$ cat src/rtl/dvs_ravens_pkg.sv
// dvs_ravens_pkg
//  Shared constants and types for the DVS event pipeline.
//  CLK_PERIOD_NS  system clock period in ns
//  EVENT_BITS     width of one event word on the event-FIFO write port
//  event_t        one event word
//  arb_state_t    states of the event-FIFO bus arbiter
package dvs_ravens_pkg;

  localparam int CLK_PERIOD_NS = 10;
  localparam int EVENT_BITS    = 32;

  typedef logic [EVENT_BITS-1:0] event_t;

  typedef enum logic [1:0] {
    ARB_IDLE    = 2'd0,
    ARB_GRANT   = 2'd1,
    ARB_RELEASE = 2'd2
  } arb_state_t;

endpackage

$ cat src/rtl/dvs_fifo_bus_arbiter_rr_priority_select.sv
// rr_priority_select
//  Combinational round-robin pick: returns the first asserted request found
//  when scanning rr_ptr, rr_ptr+1, ... wrapping at NUM_REQ.
//  req     in   NUM_REQ          request vector
//  rr_ptr  in   $clog2(NUM_REQ)  index with highest priority (< NUM_REQ)
//  valid   out  1                at least one request asserted
//  sel     out  $clog2(NUM_REQ)  index of the chosen requester
module rr_priority_select #(
  parameter int NUM_REQ = 2,
  parameter int OWN_W   = $clog2(NUM_REQ)
) (
  input  logic [NUM_REQ-1:0] req,
  input  logic [OWN_W-1:0]   rr_ptr,
  output logic               valid,
  output logic [OWN_W-1:0]   sel
);

  int unsigned idx;

  // Wrap by compare-and-subtract so non-power-of-two NUM_REQ scans correctly.
  always_comb begin
    valid = 1'b0;
    sel   = '0;
    idx   = 0;
    for (int i = 0; i < NUM_REQ; i++) begin
      idx = int'(rr_ptr) + i;
      if (idx >= NUM_REQ) begin
        idx = idx - NUM_REQ;
      end
      if (!valid && req[idx]) begin
        valid = 1'b1;
        sel   = idx[OWN_W-1:0];
      end
    end
  end

endmodule

$ cat src/rtl/dvs_fifo_bus_arbiter.sv
// dvs_fifo_bus_arbiter
//  Shares the single event-FIFO write port between NUM_REQ producers.
//  Round-robin grant, held until the owner drops its request, followed by one
//  dead RELEASE cycle. The owner's strobe and event word are muxed onto the
//  FIFO; strobes blocked by fifo_full are counted. A watchdog flags grants held
//  longer than MAX_HOLD_CYCLES without revoking them.
//  clk           in   1                     system clock
//  rst_n         in   1                     asynchronous active-low reset
//  fifo_req      in   NUM_REQ               per-requester bus request
//  fifo_wr_en    in   NUM_REQ               per-requester write strobe
//  fifo_event    in   NUM_REQ x EVENT_BITS  per-requester event word
//  fifo_full     in   1                     downstream FIFO full
//  fifo_grant    out  NUM_REQ               one-hot grant, registered
//  wr_en         out  1                     FIFO write enable
//  wdata         out  EVENT_BITS            FIFO write data (0 when no grant)
//  drop_cnt      out  DROP_CNT_BITS         blocked owner writes, saturating
//  hold_timeout  out  1                     sticky grant-hold watchdog flag
module dvs_fifo_bus_arbiter
  import dvs_ravens_pkg::*;
#(
  parameter int NUM_REQ         = 2,
  parameter int DROP_CNT_BITS   = 16,
  parameter int MAX_HOLD_CYCLES = 64
) (
  input  logic                     clk,
  input  logic                     rst_n,
  input  logic [NUM_REQ-1:0]       fifo_req,
  input  logic [NUM_REQ-1:0]       fifo_wr_en,
  input  logic [EVENT_BITS-1:0]    fifo_event [NUM_REQ],
  input  logic                     fifo_full,
  output logic [NUM_REQ-1:0]       fifo_grant,
  output logic                     wr_en,
  output logic [EVENT_BITS-1:0]    wdata,
  output logic [DROP_CNT_BITS-1:0] drop_cnt,
  output logic                     hold_timeout
);

  localparam int OWN_W  = $clog2(NUM_REQ);
  localparam int HOLD_W = $clog2(MAX_HOLD_CYCLES + 1);

  localparam logic [1:0] S_IDLE    = ARB_IDLE;
  localparam logic [1:0] S_GRANT   = ARB_GRANT;
  localparam logic [1:0] S_RELEASE = ARB_RELEASE;

  localparam logic [OWN_W-1:0]  LAST_REQ = OWN_W'(NUM_REQ - 1);
  localparam logic [HOLD_W-1:0] HOLD_MAX = HOLD_W'(MAX_HOLD_CYCLES);

  logic [1:0]       state;
  logic [OWN_W-1:0] owner;
  logic [OWN_W-1:0] rr_ptr;
  logic             sel_valid;
  logic [OWN_W-1:0] sel;
  logic [HOLD_W-1:0] hold_cnt;
  logic             owner_strobe;
  event_t           owner_event;

  rr_priority_select #(
    .NUM_REQ (NUM_REQ),
    .OWN_W   (OWN_W)
  ) u_rr_select (
    .req    (fifo_req),
    .rr_ptr (rr_ptr),
    .valid  (sel_valid),
    .sel    (sel)
  );

  // Arbitration FSM. Other requests are ignored while a grant is held; the
  // pointer moves past the releasing owner so the next pick is fair.
  always_ff @(posedge clk or negedge rst_n) begin
    if (!rst_n) begin
      state      <= S_IDLE;
      owner      <= '0;
      rr_ptr     <= '0;
      fifo_grant <= '0;
    end else begin
      case (state)
        S_IDLE: begin
          if (sel_valid) begin
            fifo_grant <= {{(NUM_REQ-1){1'b0}}, 1'b1} << sel;
            owner      <= sel;
            state      <= S_GRANT;
          end
        end
        S_GRANT: begin
          if (!fifo_req[owner]) begin
            fifo_grant <= '0;
            rr_ptr     <= (owner == LAST_REQ) ? '0 : owner + OWN_W'(1);
            state      <= S_RELEASE;
          end
        end
        S_RELEASE: begin
          state <= S_IDLE;
        end
        default: begin
          state      <= S_IDLE;
          fifo_grant <= '0;
        end
      endcase
    end
  end

  assign owner_strobe = fifo_wr_en[owner] & fifo_grant[owner];
  assign owner_event  = fifo_event[owner];

  assign wr_en = owner_strobe & ~fifo_full;
  assign wdata = (|fifo_grant) ? owner_event : '0;

  // Owner strobes that hit a full FIFO are lost; count them, sticking at all-ones.
  always_ff @(posedge clk or negedge rst_n) begin
    if (!rst_n) begin
      drop_cnt <= '0;
    end else if (owner_strobe && fifo_full && (drop_cnt != '1)) begin
      drop_cnt <= drop_cnt + DROP_CNT_BITS'(1);
    end
  end

  // Watchdog: counts edges spent in GRANT; once the count has reached the
  // limit the flag is set and stays set until reset. The grant is untouched.
  always_ff @(posedge clk or negedge rst_n) begin
    if (!rst_n) begin
      hold_cnt     <= '0;
      hold_timeout <= 1'b0;
    end else if (state == S_GRANT) begin
      if (hold_cnt != HOLD_MAX) begin
        hold_cnt <= hold_cnt + HOLD_W'(1);
      end else begin
        hold_timeout <= 1'b1;
      end
    end else begin
      hold_cnt <= '0;
    end
  end

endmodule
$ cat config.mk
export PLATFORM = sky130hd
export DESIGN_NAME = dvs_fifo_bus_arbiter
export DESIGN_NICKNAME = d
export VERILOG_FILES = /design/src/rtl/dvs_ravens_pkg.sv /design/src/rtl/dvs_fifo_bus_arbiter_rr_priority_select.sv /design/src/rtl/dvs_fifo_bus_arbiter.sv
export SDC_FILE = /design/constraint.sdc
export NUM_CORES = 1
export LEC_CHECK = 0
export CAP_MARGIN = 25
export CORE_AREA = 2 2 74 76
export CTS_CLUSTER_SIZE = 8
export DETAILED_ROUTE_END_ITERATION = 10
export DIE_AREA = 0 0 76 78
export HOLD_SLACK_MARGIN = 0.15
export PLACE_DENSITY_LB_ADDON = 0.05
export RECOVER_POWER = 50
export SYNTH_ARGS = -nofsm -noshare
export SYNTH_HDL_FRONTEND = slang
export SYNTH_HIERARCHICAL = 1
export SYNTH_SLANG_ARGS = --single-unit
export TNS_END_PERCENT = 30
$ cat constraint.sdc
create_clock -name clk -period 4.7 [get_ports clk]
set_input_delay 0.47 -clock clk [delete_from_list [all_inputs] [get_ports clk]]
set_output_delay 0.47 -clock clk [all_outputs]
set_load 0.02 [all_outputs]
Yosys cells after proc, flatten, opt, wreduce, memory -nomap -nowiden
Index checks and enable logic that the tools add are counted.
Widths: inputs -> output; s select.
{ "op_classes": {"n_shift": 1, "reduce_logical": 11, "muxes": 29, "n_addsub": 6, "n_bitwise": 7, "n_eq_ne": 7, "order_cmp": 6} }
{ "ops": {"columns": ["op", "n"], "rows": [
  ["$mux 32", 6],
  ["$lt 32x2->1 const B", 2],
  ["$ge 32x2->1 const B", 1],
  ["$sub 32x2->32 const B", 1],
  ["$add 16x1->16 const B", 1],
  ["$ne 16x16->1 const B", 1],
  ["$mux 1", 15],
  ["$mux 7", 2],
  ["$mux 2", 4],
  ["$reduce_and 2->1", 4],
  ["$add 7x1->7 const B", 1],
  ["$ne 7x7->1 const B", 1],
  ["$pmux 2 s3", 1],
  ["$ne 2x2->1 const B", 2],
  ["$not 1->1", 4],
  ["$pmux 2 s2", 1],
  ["$logic_and 1x1->1", 3],
  ["$reduce_and 3->1", 1],
  ["$sub 1x2->3 const B", 1],
  ["$add 1x1->2 const B", 1],
  ["$and 1x1->1", 2],
  ["$eq 2x1->1 const B", 1],
  ["$eq 2x2->1 const B", 1],
  ["$ge 1x2->1 const B", 1],
  ["9 further kinds", 9]
]} }
{ "totals": {"out_inout_bits": 52, "reg_bits": 30, "wordCells": 74, "input_bits": 71} }

Depth between registers and ports, before layout
{ "depth": {"word_depth": 11, "mapped_depth": 6, "ltp_nobuf": 6} }

Hierarchy
The synthesis kept the hierarchy.
{ "modules_own_cells": {"columns": ["module", "area_per_inst_um2", "instances", "seq_area_each_um2", "cells_per_inst"], "rows": [
  ["dvs_fifo_bus_arbiter", 1980.6, 1, 750.7, 209],
  ["rr_priority_select", 17.5, 1, 0.0, 3]
]} }

Worst setup path before layout
OpenSTA, ideal clock, no wires.
{ "synth_path": {"path_kind": "reg2reg", "start": "register drop_cnt[0]", "end": "register drop_cnt[1]", "required_ns": 4.575, "setup_time_ns": 0.125, "path_slack_ns": 2.940, "path_stages_with_launch": 6, "n_path_buf": 0, "period_less_slack_ns": 1.760, "arrival_ns": 1.635, "path_cell_list": "dfrtp_1 > ha_1 > nand3_2 > nor4_4 > nor2_2 > mux2_4"} }
{ "synth_via": {"elab_chain_len": 2, "elab_cells_between_ends": 3, "classes_between": "add/sub: 1; eq/ne: 1; reduce/logical: 1"} }
{ "synth_rtl": {"columns": ["element", "line", "text"], "rows": [
  ["start, declared", "dvs_fifo_bus_arbiter.sv:34", "output logic [DROP_CNT_BITS-1:0] drop_cnt,"],
  ["start signal, assigned", "dvs_fifo_bus_arbiter.sv:113", "drop_cnt <= drop_cnt + DROP_CNT_BITS'(1);"],
  ["branches (longest 2 deep; another with $add 16x1->16)", null, null]
]} }
Parallel ways; which one is timed is not known.
A chain may end at the register's enable or synchronous reset.

Final worst setup path
{ "layout_path": {"start": "register owner", "end": "output wdata[5]"} }
{ "layout_via": {"elab_chain_len": 5} }
{ "layout_rtl": {"columns": ["element", "line", "text"], "rows": [
  ["start, declared", "dvs_fifo_bus_arbiter.sv:49", "logic [OWN_W-1:0] owner;"],
  ["start signal, assigned", "dvs_fifo_bus_arbiter.sv:80", "owner <= sel;"],
  ["$not 1->2 (not written as such)", "dvs_fifo_bus_arbiter.sv:103", "assign owner_event = fifo_event[owner];"],
  ["$mux 32 (not written as such) (3 in a row)", "dvs_fifo_bus_arbiter.sv:103", null],
  ["$mux 32", "dvs_fifo_bus_arbiter.sv:106", "assign wdata = (|fifo_grant) ? owner_event : '0;"],
  ["end, declared", "dvs_fifo_bus_arbiter.sv:33", "output logic [EVENT_BITS-1:0] wdata,"]
]} }
No other way between the ends. The select of a mux whose other input is x is not followed.

==> reports/qor.yml <==
avgSynthCellArea_um2: 9.43
die_w_um: 76
ctsResizeCount: 0
dieArea_um2: 5930
start_util_pct: 39.6
insertion_delay_ns: 0.28
end_kind: "output port"
crit_chain: "mux2i_1 -> nor2_1 -> clkdlybuf4s50_1"
dpl.hpwl_um: 4660
ys_seq_area_share_pct: 37.6
hp-class: "reg2reg"
ys_async_sr_fraction_pct: 100
final.setup_skew_ns: 0.00720
gr-total-overflow: 0
cts_tree: "done"
p_leak_nw: 1.50
finalWirelength_um: 5780
ys_warn_count: 6
hold_violations: 0
cp_data_required_time_ns: 4.23
tightest_slew_ns: 1.81
failed_checks: "capacitance limit, slew limit"
slew_viol_final: 71
clk_pin_slew_ns: 0.06
die_h_um: 78
ctsRootBufferMaster: "clkbuf_8"
num_vias: 1993
synth_top_area_cell: "dfrtp_1"
rsz0062_at_grt: "no"
outcome: "finished with violations"
drt_iter0_drc: 54
gp_congestion: 0.823
regArea_um2: 751
first_pass_iters: 4
synth_ff_type: "dfrtp_1"
coreArea_um2: 5040
min_period_ns: 3.38
io_buffers: 122
antenna_found_initial: 0
critPathLaunchType: "flop"
clock-sinks: 30
maxCapViolations: 2
instances_no_fill: 404
grtUsageTotal_pct: 20.0
std_cell_rows: 26
diodes: 0
place_ws_ns: 2.21
grt_max_degree: 40
synth-edff-count: 0
route.detailed.drc: 0
fillCellCount: 423
ctsHtreeMaxLevel: 2
yosys-top-cells-count: "nor2_1 (45), mux2i_1 (34), dfrtp_1 (30), xnor2_1 (12), nand4_1 (9)"
synth_area_leaders: "dfrtp_1 (38%), mux2i_1 (17%), nor2_1 (8.5%)"
crit_type: "reg2out"
drtAntennaViolNets: 0
slowest_stage: "dfrtp_1"
power_density_nw_per_um2: 481
setup_tns_ns: 0
syn_inst: 212
postCtsSetupBuffers: 0
timing.final.crit_share_pct: 72.0
cpPeakStageDelay_ns: 1.56
grt_pass1_vias: 2025
setup_violations: 0
slew-limit-headroom_pct: -21.0
drive_above_1_share_pct: 5.39
fin_ws_ns: 1.32
syn_nets: 286
synth_top_cell_area_share_pct: 37.6
cp_num_buf_inv: 1
place_inst: 396
area_growth_pct: 69.3
multiInputGateArea_um2: 1180
synth_seq_cells: 30
routed_via_density: 4.93
vdd_drop_max_mv: 0.276
syn-cell-area_um2: 2000
synth_most_common_cell: "nor2_1"
layout.nets: 407
rrSetupSlack_ns: 1.81
post_drt_wl_per_cell_um: 14.3
grt_first_pass_wirelength_um: 9540
cts_buffer_depth: 2
holdBufCountCts: 0
synth_cell_types: 38
crit_arrival_ns: 2.91
crit_family: "flip-flops"
cts_buffers: 5
ios: 123
max_freq_mhz: 296
critPathMaxFanout: 39
## flip-flops by register name, summed over array words and instances (netlist names)
signal and flops:
drop_cnt 16, hold_cnt 7, fifo_grant 2, state 2, hold_timeout 1, owner 1, rr_ptr 1
## where the power goes
group / switching [mW] / internal [mW]
Combinational: 0.464 / 0.517
Sequential: 0.133 / 0.303
Clock: 0.0917 / 0.118
## area by class of cell
class | instances | share of cell area [%]
Timing Repair Buffer | 124 | 37.0
Multi-Input combinational cell | 168 | 35.0
Sequential cell | 30 | 22.2
Tap cell | 70 | 2.59
Clock buffer | 7 | 2.55
Inverter | 4 | 0.444
Clock inverter | 1 | 0.148
## logic make-up (layout without fill, tap and decap cells)
family	count (synthesis)	in the layout	share of synthesized area (%)
buffers and inverters	14	136	3.26
xor gates and xnor gates	20	20	8.77
muxes	38	38	19.5
and+or+nand+nor	94	94	25.0
adders and majority gates	3	3	1.88
AOI/OAI and AO/OA	13	13	4.01
DFF	30	30	37.6
## per-layer routing
metal	part of all wire, %	track usage (%)	routed length (um)	vias to the layer above
li1	-	-	-	985
met4	0.59	5.45	34	0
met1	40	22.5	2300	934
met3	9.6	8.26	555	2
met2	50	35.0	2900	72
met5	0	0	0	-
## cells in the final DEF (no fill, tap or decap), types with 3 or more instances in the layout
cell / instances
ha_1: 3
xor2_1: 8
o21ai_0: 4
clkdlybuf4s50_1: 106
dlygate4sd3_1: 16
a21oi_1: 3
xnor2_1: 12
inv_1: 4
nand3_1: 7
clkbuf_8: 6
and3_1: 5
dfrtp_1: 30
nor3b_1: 3
nand2_1: 7
nand4_1: 9
mux2i_1: 34
nor2_1: 44
## metrics by stage
step / util, % / hold slack (ns) / total power [mW] / cell area [um2]
final: 67.1 / 0.484 / 1.63 / 3380
after global routing: 67.1 / 0.507 / 1.72 / 3380
after global placement: 64.8 / 0.467 / 1.38 / 3270
after detailed placement: 65.4 / 0.461 / 1.43 / 3300
after floorplan: - / 0.174 / 0.952 / 2000
after CTS: 67.2 / 0.487 / 1.65 / 3390
## worst paths after layout
check	start	to	depth (start not counted)
hold / removal	hold_timeout$_DFFE_PN0P_	hold_timeout$_DFFE_PN0P_	1
setup reg to reg	owner$_DFFE_PN0P_	drop_cnt[12]$_DFFE_PN0P_	4
setup / recovery	owner$_DFFE_PN0P_	wdata[5]	3
min in group asynchronous	rst_n	hold_cnt[6]$_DFFE_PN0P_	2
hold reg to reg	hold_timeout$_DFFE_PN0P_	hold_timeout$_DFFE_PN0P_	1
max in group asynchronous	rst_n	drop_cnt[11]$_DFFE_PN0P_	2
(Power assumes the default switching activity.)
